$ cat config.mk
export PLATFORM = sky130hd
export DESIGN_NAME = volume_meter
export DESIGN_NICKNAME = d
export VERILOG_FILES = /design/src/rtl/volume_meter.sv
export SDC_FILE = /design/constraint.sdc
export NUM_CORES = 1
export LEC_CHECK = 0
export BUFFER_PORTS_ARGS = -buffer_cell sky130_fd_sc_hd__buf_2
export CORE_ASPECT_RATIO = 1.5
export CORE_UTILIZATION = 62
export CTS_BUF_LIST = sky130_fd_sc_hd__clkbuf_16
export CTS_CLUSTER_DIAMETER = 100
export DETAILED_ROUTE_END_ITERATION = 7
export GPL_TIMING_DRIVEN = 0
export PLACE_DENSITY = 0.81
export SLEW_MARGIN = 30
export SYNTH_ARGS = -nofsm -noshare
export SYNTH_HDL_FRONTEND = slang
export SYNTH_SLANG_ARGS = --single-unit
$ cat constraint.sdc
create_clock -name clk_i -period 9.7 [get_ports clk_i]
set_clock_uncertainty 0.2 [all_clocks]
set_input_delay 2.425 -clock clk_i [delete_from_list [all_inputs] [get_ports clk_i]]
set_output_delay 2.425 -clock clk_i [all_outputs]
set_load 0.03 [all_outputs]
$ cat src/rtl/volume_meter.sv
// Stereo peak volume meter: per-frame peak detection, scaling to a bar height,
// and hold/decay ballistics updated two cycles after each accepted frame start.
module volume_meter #(
  parameter int unsigned MAX_HEIGHT  = 300,
  parameter int unsigned DECAY_STEP  = 4,
  parameter int unsigned HOLD_FRAMES = 30
) (
  input  logic        clk_i,
  input  logic        reset_i,
  input  logic        sample_valid_i,
  input  logic [15:0] sample_l_i,
  input  logic [15:0] sample_r_i,
  input  logic        frame_start_i,
  output logic [15:0] bar_height_o,
  output logic        height_valid_o,
  output logic        clip_o
);

  typedef enum logic {
    HOLD  = 1'b0,
    DECAY = 1'b1
  } state_e;

  // -32768 has no positive counterpart, so it saturates to full scale.
  function automatic logic [14:0] absSat(input logic [15:0] s);
    if (!s[15])               return s[14:0];
    else if (s[14:0] == '0)   return 15'h7FFF;
    else                      return (~s[14:0]) + 15'd1;
  endfunction

  logic [14:0] magL, magR, sampleMax;
  logic        sampleClip, frameTake;

  logic [14:0] acc_q, acc_d;
  logic        clipAcc_q, clipAcc_d;
  logic [14:0] framePeak_q, framePeak_d;
  logic        frameClip_q, frameClip_d;
  logic        stage1_q, stage1_d;
  logic        stage2_q, stage2_d;
  logic [15:0] target_q, target_d;

  logic [15:0] barHeight_q, barHeight_d;
  logic        clip_q, clip_d;
  logic        heightValid_q, heightValid_d;
  logic [15:0] holdCnt_q, holdCnt_d;
  state_e      state_q, state_d;
  logic [15:0] decayed;

  assign magL       = absSat(sample_l_i);
  assign magR       = absSat(sample_r_i);
  assign sampleMax  = (magL > magR) ? magL : magR;
  assign sampleClip = sample_valid_i && ((magL == 15'h7FFF) || (magR == 15'h7FFF));
  assign frameTake  = frame_start_i && !stage1_q && !stage2_q;

  // Peak accumulation, frame capture and target scaling pipeline.
  always_comb begin
    acc_d       = acc_q;
    clipAcc_d   = clipAcc_q;
    framePeak_d = framePeak_q;
    frameClip_d = frameClip_q;
    stage1_d    = frameTake;
    stage2_d    = stage1_q;
    target_d    = target_q;
    if (frameTake) begin
      framePeak_d = acc_q;
      frameClip_d = clipAcc_q;
      acc_d       = sample_valid_i ? sampleMax : 15'd0;
      clipAcc_d   = sampleClip;
    end else if (sample_valid_i) begin
      acc_d     = (sampleMax > acc_q) ? sampleMax : acc_q;
      clipAcc_d = clipAcc_q | sampleClip;
    end
    if (stage1_q) begin
      target_d = 16'((32'(framePeak_q) * 32'(MAX_HEIGHT)) >> 15);
    end
  end

  assign decayed = (barHeight_q >= 16'(DECAY_STEP)) ? (barHeight_q - 16'(DECAY_STEP)) : 16'd0;

  // Hold/decay ballistics, only evaluated in the update cycle.
  always_comb begin
    state_d       = state_q;
    holdCnt_d     = holdCnt_q;
    barHeight_d   = barHeight_q;
    clip_d        = clip_q;
    heightValid_d = 1'b0;
    if (stage2_q) begin
      heightValid_d = 1'b1;
      clip_d        = frameClip_q;
      if (target_q >= barHeight_q) begin
        barHeight_d = target_q;
        holdCnt_d   = 16'(HOLD_FRAMES);
        state_d     = (HOLD_FRAMES == 0) ? DECAY : HOLD;
      end else if (state_q == HOLD) begin
        if (holdCnt_q <= 16'd1) begin
          holdCnt_d = 16'd0;
          state_d   = DECAY;
        end else begin
          holdCnt_d = holdCnt_q - 16'd1;
        end
      end else begin
        barHeight_d = (target_q > decayed) ? target_q : decayed;
      end
    end
  end

  always_ff @(posedge clk_i) begin
    if (reset_i) begin
      acc_q         <= '0;
      clipAcc_q     <= 1'b0;
      framePeak_q   <= '0;
      frameClip_q   <= 1'b0;
      stage1_q      <= 1'b0;
      stage2_q      <= 1'b0;
      target_q      <= '0;
      barHeight_q   <= '0;
      clip_q        <= 1'b0;
      heightValid_q <= 1'b0;
      holdCnt_q     <= '0;
      state_q       <= DECAY;
    end else begin
      acc_q         <= acc_d;
      clipAcc_q     <= clipAcc_d;
      framePeak_q   <= framePeak_d;
      frameClip_q   <= frameClip_d;
      stage1_q      <= stage1_d;
      stage2_q      <= stage2_d;
      target_q      <= target_d;
      barHeight_q   <= barHeight_d;
      clip_q        <= clip_d;
      heightValid_q <= heightValid_d;
      holdCnt_q     <= holdCnt_d;
      state_q       <= state_d;
    end
  end

  assign bar_height_o   = barHeight_q;
  assign height_valid_o = heightValid_q;
  assign clip_o         = clip_q;

endmodule

## Word-level counts from Yosys, hierarchy flattened

Index checks and enable logic that the tools add are counted.

| storage, ports and cells | value |
|---|---|
| flip-flop bits (word level) | 78 |

| cells by class | value |
|---|---|
| equality and inequality tests | 3 |
| reductions and logical operators | 14 |
| bitwise operators | 3 |
| magnitude comparators | 6 |
| add/subtract/negate cells | 4 |
| muxes and demuxes | 22 |
| $mul | 1 |

Operators by type and width:

| operator | number |
|---|---|
| two-way mux 15 bit | 9 |
| two-way mux 16 bit | 7 |
| adder 15 x 1 -> 15 bit (second input constant) | 2 |
| == test 15 bit (second input constant) | 2 |
| > comparator 15 bit | 2 |
| zero test 15 bit | 2 |
| inverter 15 bit | 2 |
| multiplier 15 x 7 -> 22 bit (second input constant) | 1 |
| >= comparator 16 x 3 -> 1 bit (second input constant) | 1 |
| >= comparator 9 x 16 -> 1 bit | 1 |
| > comparator 9 x 16 -> 1 bit | 1 |
| <= comparator 16 x 1 -> 1 bit (second input constant) | 1 |
| subtractor 16 x 1 -> 16 bit (second input constant) | 1 |
| subtractor 16 x 3 -> 16 bit (second input constant) | 1 |
| two-way mux 1 bit | 6 |
| AND reduction 2 bit | 3 |
| nonzero test 2 bit | 3 |
| logical AND 1 bit | 3 |
| zero test 1 bit | 2 |
| != test 2 x 1 -> 1 bit (second input constant) | 1 |
| logical OR 1 bit | 1 |
| bitwise OR 1 bit | 1 |

## Logic depth before layout (Yosys ltp)

| logic depth | value |
|---|---|
| depth after elaboration | 10 |
| gate-level depth with buffers | 28 |

## Least setup slack after synthesis

No wires, ideal clock.

| timing | value |
|---|---|
| path type | input to register |
| start point | input port sample_r_i[9] |
| end point | register acc_q[10] |
| stages on the path | 24 |
| data arrival time | 7.510 ns |
| library setup time | 0.117 ns |
| required time | 9.383 ns |
| slack | 1.873 ns |
| cells stage by stage | or4_1 or4_4 buf_6 nor2_1 o21ai_0 o21ai_0 inv_1 ha_1 nand4_1 nor2_1 a2111oi_0 o21ai_2 o31ai_4 buf_8 mux2_4 ha_1 a21oi_1 a21oi_1 o41ai_1 a21oi_1 o21ai_0 inv_1 clkbuf_1 a22o_1 |

| on the way | value |
|---|---|
| longest elaborated chain between the ends | 9 |
| elaborated cells between the ends (all ways) | 14 |
| those cells by class | 1 x add/sub; 2 x order compare; 7 x mux; 1 x bitwise; 3 x reduce/logical |

RTL lines:

| what | line | RTL |
|---|---|---|
| from (decl) | 12 | `input logic [15:0] sample_r_i,` |
| inverter 15 bit | 28 | `else return (~s[14:0]) + 15'd1;` |
| adder 15 x 1 -> 15 bit | 28 |  |
| two-way mux 15 bit | 27 | `else if (s[14:0] == '0) return 15'h7FFF;` |
| two-way mux 15 bit (*) | 26 | `if (!s[15]) return s[14:0];` |
| > comparator 15 bit | 51 | `assign sampleMax = (magL > magR) ? magL : magR;` |
| two-way mux 15 bit (*) | 51 |  |
| > comparator 15 bit / two-way mux 15 bit (equally long branches) | 70 | `acc_d = (sampleMax > acc_q) ? sampleMax : acc_q;` |
| nonzero test 2 bit (no line) / two-way mux 15 bit (equally long branches) | n/a |  |
| AND reduction 2 bit (no line) / two-way mux 15 bit (equally long branches) | n/a |  |
| to (signal assigned) | 109 | `acc_q <= '0;` |
| to (signal assigned) | 122 | `acc_q <= acc_d;` |
| to (decl) | 34 | `logic [14:0] acc_q, acc_d;` |

Every way passes the cells marked *; elsewhere a longest branch is shown, timed or not. The select of a mux whose other input is x is not followed.
A chain may end at the register's enable or synchronous reset.

## Worst setup path after layout

| timing | value |
|---|---|
| start point | input port sample_r_i[9] |
| end point | register acc_q[9] |

Same word-level chain as after synthesis.

==> flow_summary.yaml <==
status:
  status: "finished, final reports clean"
die:
  fp.dieW_microns: 91.93
  num_io_pins: 54
  die_height_microns: 136.9
  design.core.area_sq_um: 11650
  die-area_sq_um: 12580
  start_util_pct: 64.55
  rows: 48
setup_path:
  cp_max_fo: 10
  regToRegSetupSlack_ns: 4.87
  startpoint_type: "input port"
  r2r_start: "bar_height_o[2]"
  critical_path_arrival_ns: 8.71
  cp.required_ns: 9.78
  worstPathCellList: "buf_2, or4_1, or4_4, buf_6, nor2_1, o21ai_0, o21ai_0, inv_1, ha_1, nand4_1, nor2_1, a2111oi_0, o21ai_2, o31ai_4, buf_8, mux2i_1, ha_1, nand4_1, a21oi_1, o41ai_1, a21oi_1, nor3_1, clkbuf_1, a22o_1"
  critical-path-max-stage-delay_ns: 0.54
  crit_type: "input port to flip-flop"
  worstSetupEndpointType: "flip-flop"
  worst-path-buf-inv: 5
  r2r_cells: 16
  cpMaxStageDelayCell: "or4_1"
  r2r-end: "bar_height_o[7]"
  crit_family: "simple AND/OR/NAND/NOR gates"
yosys:
  yosysTopAreaCellShare_pct: 20.76
  synth_fp_nets: 1123
  synth_seq_cells: 78
  netlist_instances: 958
  synth_top_cell_by_area: "dfxtp_1"
  syn_area_per_cell_sq_um: 7.851
  ys_types: 74
  yosysSeqAreaShare_pct: 20.76
  yosys-top-cells-area: "dfxtp_1, ha_1, inv_1, fa_1, nand2_1"
  netlist_area_sq_um: 7521
  async_flop_share_pct: 0
  yosys_warnings: 0
  synth_edf_count: 0
  ys_dominant_reg_cell: "dfxtp_1"
sta:
  grt_setup_unrepaired: "no"
  final_max_slew_viol_count: 0
  fmax_ghz: 0.1158
  finalCritPeriodShare_pct: 89.01
  hold_ws_ns: 0.2637
  period_minus_slack_ns: 8.634
  max_slew_margin_pct: 43.62
  finalSetupViolations: 0
  worst_slew_pin_slew_ns: 0.8380
  setup_tns_ns: 0
  hold_viol: 0
routing:
  drtIter0Drc: 281
  detail-route-antenna-nets: 0
  first_pass_iters: 5
  drc: 0
  drt-total-wl_mm: 18.49
  wire_per_inst_microns: 15.78
  num_vias: 7038
  via_per_inst: 6.005
clock_network:
  holdBufCountCts: 0
  numCtsBuffers: 9
  clock_path_buffers: 2
  cts_tree: "done"
  post-cts-setup-buffer-count: 0
  path_clk_slew_ns: 0.06
  cts_sinks: 78
  cts-root-buf: "clkbuf_16"
  ctsResizeCount: 0
  worstSkewPairLatency_ns: 0.34
  htree_levels: 3
power:
  power_leakage_nw: 3.794
  peakVddDrop_mv: 0.08517
  power_density_nw_per_um2: 131.1
layout:
  final_nets: 1183
  num_antenna_cells: 0
  area_growth_syn_to_layout_pct: 9.815
  drive_gt1_share_pct: 9.002
  fill_cells: 970
min_path:
  hp-class: "flip-flop to flip-flop"
  hp-start: "clipAcc_q"
  min_to: "frameClip_q"
  whs_path_depth: 2
global_route:
  track_usage_pct: 30.17
  grt_pass1_vias: 6704
  grt_max_degree: 13
  overflow: 0
  antenna_found_initial: 0
  grt_first_pass_wirelength_mm: 30.15
place:
  portBuffers: 49
  gp_congestion: 0.9221
  dp_hpwl_mm: 14.54
run:
  drv_cap: 0
==> worst min-delay path, stage by stage, from the launching register on <==
cell and delay, ns:
dfxtp_1 0.31, nand2_1 0.06, a21oi_1 0.05
==> power by group <==
part           internal (mW)  switching [mW]
clock                  0.222           0.133
sequential             0.334          0.0164
combinational          0.146           0.231
total                  0.702           0.380
==> cell usage after synthesis (all sizes together), types with 19 or more instances <==
library cell,count
ha,109
dfxtp,78
nand3,19
fa,20
nor3,29
clkbuf,27
nor2,69
a21oi,65
o21ai,62
nand4,21
nand2,89
inv,127
==> per-stage QoR <==
stage          instances  area, sq um  setup slack [ns]  total power [mW]  util, %
6_report            1172         8259             1.066             1.083    70.89
5_1_grt             1172         8259            0.6732             1.146    70.89
4_1_cts             1172         8259             1.115             1.080    70.89
3_5_place_dp        1157         7954            0.7518            0.7280    68.27
3_3_place_gp        1157         7954            0.7969            0.7199    68.27
2_1_floorplan        958         7521             1.873            0.6299        -
==> flip-flops by register name, indices dropped and copies added, names as in the netlist <==
register,count
height_valid_o,1
holdCnt_q,16
clip_o,1
acc_q,15
frameClip_q,1
stage2_q,1
stage1_q,1
state_q,1
framePeak_q,15
bar_height_o,16
target_q,9
clipAcc_q,1
==> kinds of logic after synthesis <==
family	after synthesis	synth area share (%)
buffers and inverters	158	8.135
AOI/OAI and AO/OA	244	21.19
DFF	78	20.76
adders and majority gates	130	23.59
and+or+nand+nor	302	20.05
xor gates and xnor gates	21	2.445
muxes	25	3.826
==> metal layers <==
layer,vias to the layer above,track usage [%],share of wire (%),routed length (microns)
li1,3533,-,-,-
met1,3311,32.19,40,7432
met2,138,57.05,53,9720
met3,56,4.056,2.9,541
met4,0,15.89,4.3,795
met5,-,0,0,0
==> worst max-delay path by stage <==
stage | startpoint | endpoint | slack [ns] | cells past startpoint
6_report | sample_r_i[9] | acc_q[9] | 1.07 | 24
5_1_grt | sample_r_i[9] | acc_q[8] | 0.67 | 26
4_1_cts | sample_r_i[9] | acc_q[12] | 1.11 | 24
3_5_place_dp | sample_r_i[9] | acc_q[12] | 0.75 | 24
3_3_place_gp | sample_r_i[9] | acc_q[8] | 0.80 | 25
2_1_floorplan | sample_r_i[9] | acc_q[10] | 1.87 | 24
==> final cells by class <==
cell class                 count  area [sq um]  area share (%)
timing repair buffer          49         245.2           2.969
multi-input combinational    722          5348           64.75
buffer                        31         135.1           1.636
clock buffer                   9         225.2           2.727
clock inverter                 6         80.08          0.9696
tap                          150         187.7           2.272
sequential                    78          1562           18.91
inverter                     127         476.7           5.772
==> cell usage in the layout (no fill, tap or decap), types with 11 or more instances in the layout <==
cell type and instances:
a211oi_1 15, a21o_1 13, a21oi_1 65, a22o_1 13, buf_2 49, clkbuf_1 27
dfxtp_1 78, fa_1 20, ha_1 109, inv_1 129, nand2_1 89, nand2b_1 12
nand3_1 19, nand4_1 21, nor2_1 69, nor3_1 29, o21ai_0 58, xor2_1 11
Power figures use the tool's default switching activity.
